### src/rtl/to_serial_padded.sv
// to_serial_padded: parallel-to-digit-serial converter with padded slots
// and a small input FIFO with sticky overflow reporting.
//
// Ports:
//   clk       clock
//   rst       synchronous active-high reset
//   vld_in    data_in valid, one word per asserted cycle
//   data_in   NO_CH words, channel i at [i*BW_IN +: BW_IN]
//   vld_out   high on every slot (real and pad) of a word in service
//   data_out  NO_CH digits, channel i at [i*BW_OUT +: BW_OUT]
//   act_out   vld_out and slot < NDIG (real digit)
//   sow       high on slot 0 of each word
//   busy      serialiser active or FIFO non-empty
//   ovf       sticky: a word was dropped because storage was full
module to_serial_padded #(
   parameter int NO_CH     = 64,
   parameter int BW_IN     = 16,
   parameter int BW_OUT    = 1,
   parameter int SER_CYC   = 16,
   parameter int LSB_FIRST = 1,
   parameter int PAD_MODE  = 0,
   parameter int BUF_DEPTH = 2
) (
   input  logic                    clk,
   input  logic                    rst,
   input  logic                    vld_in,
   input  logic [NO_CH*BW_IN-1:0]  data_in,
   output logic                    vld_out,
   output logic [NO_CH*BW_OUT-1:0] data_out,
   output logic                    act_out,
   output logic                    sow,
   output logic                    busy,
   output logic                    ovf
);

   localparam int NDIG = BW_IN / BW_OUT;
   localparam int CW   = (SER_CYC > 1) ? $clog2(SER_CYC) : 1;
   localparam int PW   = (BUF_DEPTH > 1) ? $clog2(BUF_DEPTH) : 1;
   localparam int NW   = $clog2(BUF_DEPTH + 1);
   localparam int WW   = NO_CH * BW_IN;
   localparam int DW   = NO_CH * BW_OUT;

   localparam logic [CW-1:0] SL_LAST = CW'(SER_CYC - 1);
   localparam logic [NW-1:0] CN_FULL = NW'(BUF_DEPTH);

   // Digit presented first from a word image, per channel.
   function automatic logic [DW-1:0] head(input logic [WW-1:0] w);
      logic [DW-1:0]    r;
      logic [BW_IN-1:0] ch;
      r = '0;
      for (int i = 0; i < NO_CH; i++) begin
         ch = w[i*BW_IN +: BW_IN];
         if (LSB_FIRST != 0)
            r[i*BW_OUT +: BW_OUT] = ch[BW_OUT-1:0];
         else
            r[i*BW_OUT +: BW_OUT] = ch[BW_IN-1 -: BW_OUT];
      end
      return r;
   endfunction

   // Channel sign bits of a word.
   function automatic logic [NO_CH-1:0] msbs(input logic [WW-1:0] w);
      logic [NO_CH-1:0] r;
      for (int i = 0; i < NO_CH; i++)
         r[i] = w[i*BW_IN + BW_IN - 1];
      return r;
   endfunction

   // Advance every channel by one digit. The vacated digit is filled
   // with the pad value, so after NDIG shifts the head digit is
   // automatically the pad and no separate pad mux is needed.
   function automatic logic [WW-1:0] step(
      input logic [WW-1:0]    w,
      input logic [NO_CH-1:0] s
   );
      logic [WW-1:0]     r;
      logic [BW_OUT-1:0] fill;
      logic [BW_OUT-1:0] d;
      r = '0;
      for (int i = 0; i < NO_CH; i++) begin
         fill = (PAD_MODE != 0) ? {BW_OUT{s[i]}} : '0;
         for (int dg = 0; dg < NDIG; dg++) begin
            if (LSB_FIRST != 0)
               d = (dg == NDIG - 1) ? fill :
                   w[i*BW_IN + ((dg + 1) % NDIG)*BW_OUT +: BW_OUT];
            else
               d = (dg == 0) ? fill :
                   w[i*BW_IN + ((dg + NDIG - 1) % NDIG)*BW_OUT +: BW_OUT];
            r[i*BW_IN + dg*BW_OUT +: BW_OUT] = d;
         end
      end
      return r;
   endfunction

   function automatic logic [PW-1:0] inc(input logic [PW-1:0] p);
      return (32'(p) == BUF_DEPTH - 1) ? '0 : p + 1'b1;
   endfunction

   logic [WW-1:0]    mem [BUF_DEPTH];
   logic [PW-1:0]    rd;
   logic [PW-1:0]    wr;
   logic [NW-1:0]    cnt;
   logic [NW-1:0]    cnt_nxt;
   logic [WW-1:0]    sr;
   logic [NO_CH-1:0] sgn;
   logic [CW-1:0]    slot;

   logic          last;
   logic          ld_ok;
   logic          fifo_ne;
   logic          pop;
   logic          byp;
   logic          full;
   logic          push;
   logic          drop;
   logic          load;
   logic          adv;
   logic [WW-1:0] ld_word;

   // vld_out doubles as the "serialiser active" state bit.
   always_comb begin
      last    = vld_out && (slot == SL_LAST);
      ld_ok   = !vld_out || last;
      fifo_ne = (cnt != '0);
      pop     = ld_ok && fifo_ne;
      byp     = ld_ok && !fifo_ne && vld_in;
      full    = (cnt == CN_FULL) && vld_out && !pop;
      push    = vld_in && !byp && !full;
      drop    = vld_in && full;
      load    = pop || byp;
      adv     = vld_out && !last;
      ld_word = pop ? mem[rd] : data_in;
      cnt_nxt = cnt;
      if (push && !pop)
         cnt_nxt = cnt + 1'b1;
      else if (pop && !push)
         cnt_nxt = cnt - 1'b1;
   end

   always_ff @(posedge clk) begin
      if (push)
         mem[wr] <= data_in;
   end

   always_ff @(posedge clk) begin
      if (rst) begin
         vld_out  <= 1'b0;
         act_out  <= 1'b0;
         sow      <= 1'b0;
         busy     <= 1'b0;
         ovf      <= 1'b0;
         data_out <= '0;
         slot     <= '0;
         sr       <= '0;
         sgn      <= '0;
         cnt      <= '0;
         rd       <= '0;
         wr       <= '0;
      end else begin
         unique case (1'b1)
            load: begin
               vld_out  <= 1'b1;
               sow      <= 1'b1;
               act_out  <= 1'b1;
               slot     <= '0;
               data_out <= head(ld_word);
               sr       <= step(ld_word, msbs(ld_word));
               sgn      <= msbs(ld_word);
            end
            adv: begin
               sow      <= 1'b0;
               slot     <= slot + 1'b1;
               act_out  <= (32'(slot) + 32'd1) < 32'(NDIG);
               data_out <= head(sr);
               sr       <= step(sr, sgn);
            end
            default: begin
               vld_out  <= 1'b0;
               sow      <= 1'b0;
               act_out  <= 1'b0;
               data_out <= '0;
               slot     <= '0;
            end
         endcase
         busy <= load || adv || (cnt_nxt != '0);
         ovf  <= ovf || drop;
         cnt  <= cnt_nxt;
         if (pop)
            rd <= inc(rd);
         if (push)
            wr <= inc(wr);
      end
   end

endmodule

### config.mk
export PLATFORM = sky130hd
export DESIGN_NAME = to_serial_padded
export DESIGN_NICKNAME = d
export VERILOG_FILES = /design/src/rtl/to_serial_padded.sv
export SDC_FILE = /design/constraint.sdc
export NUM_CORES = 2
export LEC_CHECK = 0
export ABC_CLOCK_PERIOD_IN_PS = 81900
export CAP_MARGIN = 5
export CORE_ASPECT_RATIO = 0.9
export CORE_UTILIZATION = 38
export CTS_CLUSTER_DIAMETER = 50
export CTS_CLUSTER_SIZE = 28
export DETAILED_ROUTE_END_ITERATION = 10
export MAX_ROUTING_LAYER = met4
export PLACE_DENSITY = 0.6
export SLEW_MARGIN = 15
export SYNTH_ARGS = -nofsm -noshare
export SYNTH_HDL_FRONTEND = slang
export SYNTH_SLANG_ARGS = --single-unit
### constraint.sdc
create_clock -name clk -period 81.9 [get_ports clk]
set_clock_uncertainty 0.15 [all_clocks]
set_input_delay 20.475 -clock clk [delete_from_list [all_inputs] [get_ports clk]]
set_output_delay 20.475 -clock clk [all_outputs]
set_load 0.005 [all_outputs]
; ---- Word-level counts from Yosys, hierarchy flattened
; Memory sizes are Yosys's and may differ from the RTL's. A register that Yosys moved wholly into a read port is not among the register bits.
; Cells that the tools add are included.
[word_totals]
reg_bits = 1101
latch_bits = 0
mem_bits_rw = 2048
rom_bits = 0
input_bits = 1027
out_inout_bits = 69
elab_cells = 64
memories = 1
[memory_table]
columns = memory, words, width, rd, rd_ports_with_merged_regs, write_ports, line_no
row1 = mem, 2, 1024, 1, 1, 1, 99  ; logic [WW-1:0] mem [BUF_DEPTH];
[op_classes]
add_sub_neg = 6
multipliers = 0
n_div = 0
magnitude_cmp = 1
eq_ne = 2
shifts = 0
mux = 14
bitwise_logic = 1
n_reduce_logical = 28
[op_table]
columns = op, count
row1 = 1024-bit one-hot mux with 2 select lines, 1
row2 = 1024-bit two-way mux, 1
row3 = 64-bit one-hot mux with 2 select lines, 1
row4 = 1-bit logical AND, 12
row5 = 1-bit logical NOT, 7
row6 = 1-bit two-way mux, 7
row7 = 2-bit nonzero test, 3
row8 = 4-bit by 1-bit adder with 5-bit output (second input constant), 1
row9 = 1-bit logical OR, 5
row10 = 5-bit < comparator (second input constant), 1
row11 = 4-bit by 1-bit adder with 4-bit output (second input constant), 1
row12 = 4-bit equality test (second input constant), 1
row13 = 2-bit two-way mux, 2
row14 = 1-bit one-hot mux with 2 select lines, 2
row15 = 1-bit adder (second input constant), 2
row16 = 2-bit by 1-bit adder with 2-bit output (second input constant), 1
row17 = 2-bit equality test (second input constant), 1
row18 = 2-bit OR reduction, 1
row19 = 2-bit by 1-bit subtractor with 2-bit output (second input constant), 1
row20 = 1-bit inverter, 1

; ---- Longest topological paths before layout
[logic_depth]
word_depth = 14
depth_mapped = 9

; ---- Worst setup path after synthesis
; OpenSTA, ideal clock, no wires.
[synth_path]
kind = input to register
startpoint = input vld_in
endpoint = memory mem[0][0] (netlist bit), enable pin
setup_time_ns = 2.563
t_arrival_ns = 65.566
required_ns = 79.187
slack_ns = 13.621
stages = 5
path_cell_list = buf_2 > nor2b_1 > nand3_1 > o21ai_1 > nor2b_1
[synth_between]
elab_chain_cells = 6
[synth_rtl]
columns = element, line_no
row1 = start: declaration, 26  ; input logic vld_in,
row2 = 1-bit logical AND, 126  ; byp = ld_ok && !fifo_ne && vld_in;
row3 = 1-bit logical NOT, 128  ; push = vld_in && !byp && !full;
row4 = 1-bit logical AND * (2 in series), 128
row5 = 1-bit two-way mux *, 141  ; if (push)
row6 = 1-bit two-way mux (not written as such) *, 142  ; mem[wr] <= data_in;
row7 = end: declaration, 99
; Every way passes the cells marked *; elsewhere a longest branch is shown, timed or not.

; ---- Final worst setup path
[layout_path]
startpoint = input vld_in
endpoint = memory mem[1][854] (netlist bit), enable pin
; The elaborated chain is that of the path after synthesis.

==> out/summary.md <==
## Power
- net switching share of the total power: 0.283
- Worst VDD drop: 0.0000191 V
- power per cell area: 27.7 nW/µm²
- clock network fraction of total power: 0.383
- Net Sw Power: 1.21 mW
- Comb power frac: 0.169
- Internal Pwr Total: 3.07 mW
- leakage power: 54.7 nW
- Sequential Power Share: 0.448

## Clock tree
- count of clock tree sinks: 3,086
- CTS H-tree lvls: 5
- Hold-fix buffers, CTS: 0
- number of gates given a new drive strength after cts: 0
- clock buffers created by TritonCTS: 340
- cell at the root of the clock tree: sky130_fd_sc_hd__clkbuf_16
- clk_lat worst skew: 900 ps
- buffers inserted by post-CTS timing repair: 0
- clock transition at the register clock pins on the worst setup and hold paths after CTS: 80 ps
- TritonCTS clock tree: built
- clk buf depth: 4

## Timing
- achievable frequency: 39.7 MHz
- Pins Over Slew Limit: 0
- final setup TNS: 0 ps
- slew of the pin with the lowest slew margin: 1250 ps
- count of final hold-check violations: 0
- final critical delay including setup and external delays: 25,210 ps
- share of the clock period used by the worst path: 0.308
- worst rel slew slack: 0.166
- minimum hold slack: 266 ps
- final worst slack: 56,690 ps
- RSZ-0062 raised after global routing: false
- final setup violation count: 0

## Setup path
- Critical-path top delay cell: sky130_fd_sc_hd__buf_4
- logic depth of the worst register-to-register path: 9
- beginning of the worst register-to-register path: cnt[1]$_SDFF_PP0_
- highest fanout seen on the critical path: 137
- worst endpoint data arrival time: 25,560 ps
- count of buffering cells on the critical path with inverters included: 5
- Setup Crit Path Kind: input pin to register
- register-to-register setup slack: 76,270 ps
- Most common cell on crit path: sky130_fd_sc_hd__buf_4
- capturing element type of the critical path: register
- number of cells on the critical path: 9
- startpoint type of the worst setup path: input pin
- reg-to-reg endpoint: mem[1][854]$_DFFE_PP_
- Crit path max-delay family: buffers and inverters
- list of cells traversed by the critical path: buf_16 > nor2b_1 > nand3_1 > o21ai_1 > and2_4 > buf_4 > buf_4 > buf_4 > buf_12
- worst stage delay on the critical path: 810 ps
- WP data required: 82,250 ps

## Hold path
- end point of the worst hold path: sr[618]$_SDFFE_PP0P_
- worst hold path class: register to register
- depth of the worst hold-timing path: 2
- HP Start: sr[619]$_SDFFE_PP0P_

## Synth
- multiplexer fraction of the synthesized cell area: 0.162
- adder-cell share of the synthesized area: 0.000292
- share of Yosys cell area claimed by the top area cell type: 0.478
- compound-cell area share of the yosys netlist: 0.100
- post-synthesis simple-gate area fraction: 0.0627
- share of the yosys chip area belonging to registers: 0.640
- syn_nets: 11,000
- Synth async-reset ratio: 0
- Yosys warning count: 0
- post-synthesis cell count: 9,948
- most instantiated flip-flop cell in the synthesis netlist: sky130_fd_sc_hd__edfxtp_1
- unique cell type count in the Yosys netlist: 38
- number of enable flip-flop cells after synthesis: 2,048
- biggest area consumer among synthesized cells: sky130_fd_sc_hd__edfxtp_1
- synthesis-stage register bit count: 3,086
- Post-Synth XOR/XNOR Area: 0.000136
- Synth area leaders: sky130_fd_sc_hd__edfxtp_1 (48%), sky130_fd_sc_hd__dfxtp_1 (16%), sky130_fd_sc_hd__mux2i_1 (8.0%)
- area of the mapped netlist: 129,000 µm²
- main combinational cell family by area after synthesis: multiplexers
- synthesized area divided by synthesized cell count: 12.9 µm²

## Routing
- Vias/cell: 5.34
- DRC violation total after the first TritonRoute iteration: 6,828
- post-detailed-routing wire length: 373,000 µm
- number of nets with antenna violations after routing: 0
- iteration count of the initial detailed-routing pass: 6
- via count: 83,700
- number of design rule violations left after detail routing: 0
- average wire per standard cell: 23.8 µm

## Placed design
- worst slack, placed: 55,730 ps
- Buffers on Ports: 1,095
- final HPWL from detailed placement: 225,000 µm
- Post-DP Area: 142,000 µm²
- final RePlAce weighted congestion: 0.832

## Finish
- Sequential Area: 82,300 µm²
- Multi-input gate area: 41,900 µm²
- number of fill cells in the layout: 30,100
- most frequent cells in the layout: sky130_fd_sc_hd__edfxtp_1 (2,048), sky130_fd_sc_hd__nand2_1 (1,922), sky130_fd_sc_hd__clkdlybuf4s50_1 (1,093)
- final core area utilization: 0.459
- area growth from synthesis to layout: 20.2%
- nets@finish: 11,700
- most frequent standard cell in the layout excluding fill and tap cells: sky130_fd_sc_hd__edfxtp_1
- Post-Layout Inst Area: 155,000 µm²
- layout cell share with drive strength beyond 1: 0.143

## Floorplan
- core region area: 337,000 µm²
- area of the die: 341,000 µm²
- Initial Util: 0.382
- Die Y-Extent: 554 µm
- standard-cell row count: 202
- width of the chip: 615 µm
- number of primary I/O pins: 1,096

## Flow run
- max-capacitance violation count: 0

## Global routing
- combined global-route utilization of all metal layers: 0.216
- number of global-route vias before repair: 83,800
- wire length of the first global-routing pass: 553,000 µm
- total congestion overflow: 0
- maximum number of pins on one net before global-route repair: 206
- antenna violations before repair: 241

## Outcome
- result of the run: finished clean

==> metrics by stage <==
| stage | instances | power [mW] |
|---|---|---|
| after floorplan | 9948 | 2.62 |
| after global placement | 14900 | 2.65 |
| after detailed placement | 14900 | 2.67 |
| after CTS | 15500 | 4.31 |
| after global routing | 15700 | 4.45 |
| final | 15700 | 4.27 |
==> how the worst max path moves through the flow <==
stage / slack, ps / to / startpoint
6_report: 56690 / mem[1][854]$_DFFE_PP_ / vld_in
5_1_grt: 56460 / mem[1][843]$_DFFE_PP_ / vld_in
4_1_cts: 56720 / mem[1][854]$_DFFE_PP_ / vld_in
3_5_place_dp: 55730 / mem[1][778]$_DFFE_PP_ / vld_in
3_3_place_gp: 55770 / mem[1][846]$_DFFE_PP_ / vld_in
2_1_floorplan: 13620 / mem[0][0]$_DFFE_PP_ / vld_in
==> sequential cells by signal, summed over array words and instances, names as in the netlist, named ones only <==
| register | cells |
|---|---|
| mem | 2048 |
| sr | 960 |
| data_out | 64 |
| slot | 4 |
| cnt | 2 |
| act_out | 1 |
| busy | 1 |
| ovf | 1 |
| rd | 1 |
| sow | 1 |
| vld_out | 1 |
| wr | 1 |
==> cells in the mapped netlist (all sizes together), types with 5 or more instances <==
cell type	count
clkbuf	272
a21oi	964
nor2	5
inv	7
nand2	1924
nor2b	69
edfxtp	2048
mux2i	1024
o21ai	67
o211ai	896
a211oi	128
dfxtp	1038
buf	521
nand3	68
mux2	897
==> cell families after synthesis <==
| logic type | Yosys count |
|---|---|
| flops | 3086 |
| simple gates | 2075 |
| compound gates | 2061 |
| mux | 1921 |
| buf+inv | 800 |
| fa+ha+maj | 3 |
| xor+xnor | 2 |
==> area by class of cell <==
cell class / instances / area share
tap: 4488 / 0.0363
sequential: 3086 / 0.532
antenna: 185 / 0.00299
clock buffer: 365 / 0.0571
multi-input combinational: 6062 / 0.271
timing repair buffer: 1214 / 0.0784
inverter: 7 / 0.000170
clock inverter: 272 / 0.0216
==> per-layer routing <==
layer,track usage,wire length [µm],share of wire,vias to the layer above
li1,-,-,-,38700
met1,0.270,159000,0.43,42100
met2,0.340,180000,0.48,2276
met3,0.0470,21800,0.059,627
met4,0.0882,12500,0.033,0
met5,-,0,0,-
==> power by group through the flow <==
stage          combinational [mW]  sequential (mW)  clock [mW]
2_1_floorplan               0.519             2.10           0
3_3_place_gp                0.708             1.94           0
3_5_place_dp                0.723             1.95           0
4_1_cts                     0.728             1.92        1.67
5_1_grt                     0.792             1.93        1.73
6_report                    0.722             1.92        1.64
==> worst min-delay path: stages, from the launching register on <==
cell	delay (ps)
sky130_fd_sc_hd__dfxtp_1	320
sky130_fd_sc_hd__nand2_1	50
sky130_fd_sc_hd__a21oi_1	50
Note: power is estimated with default switching activity, not from simulation.
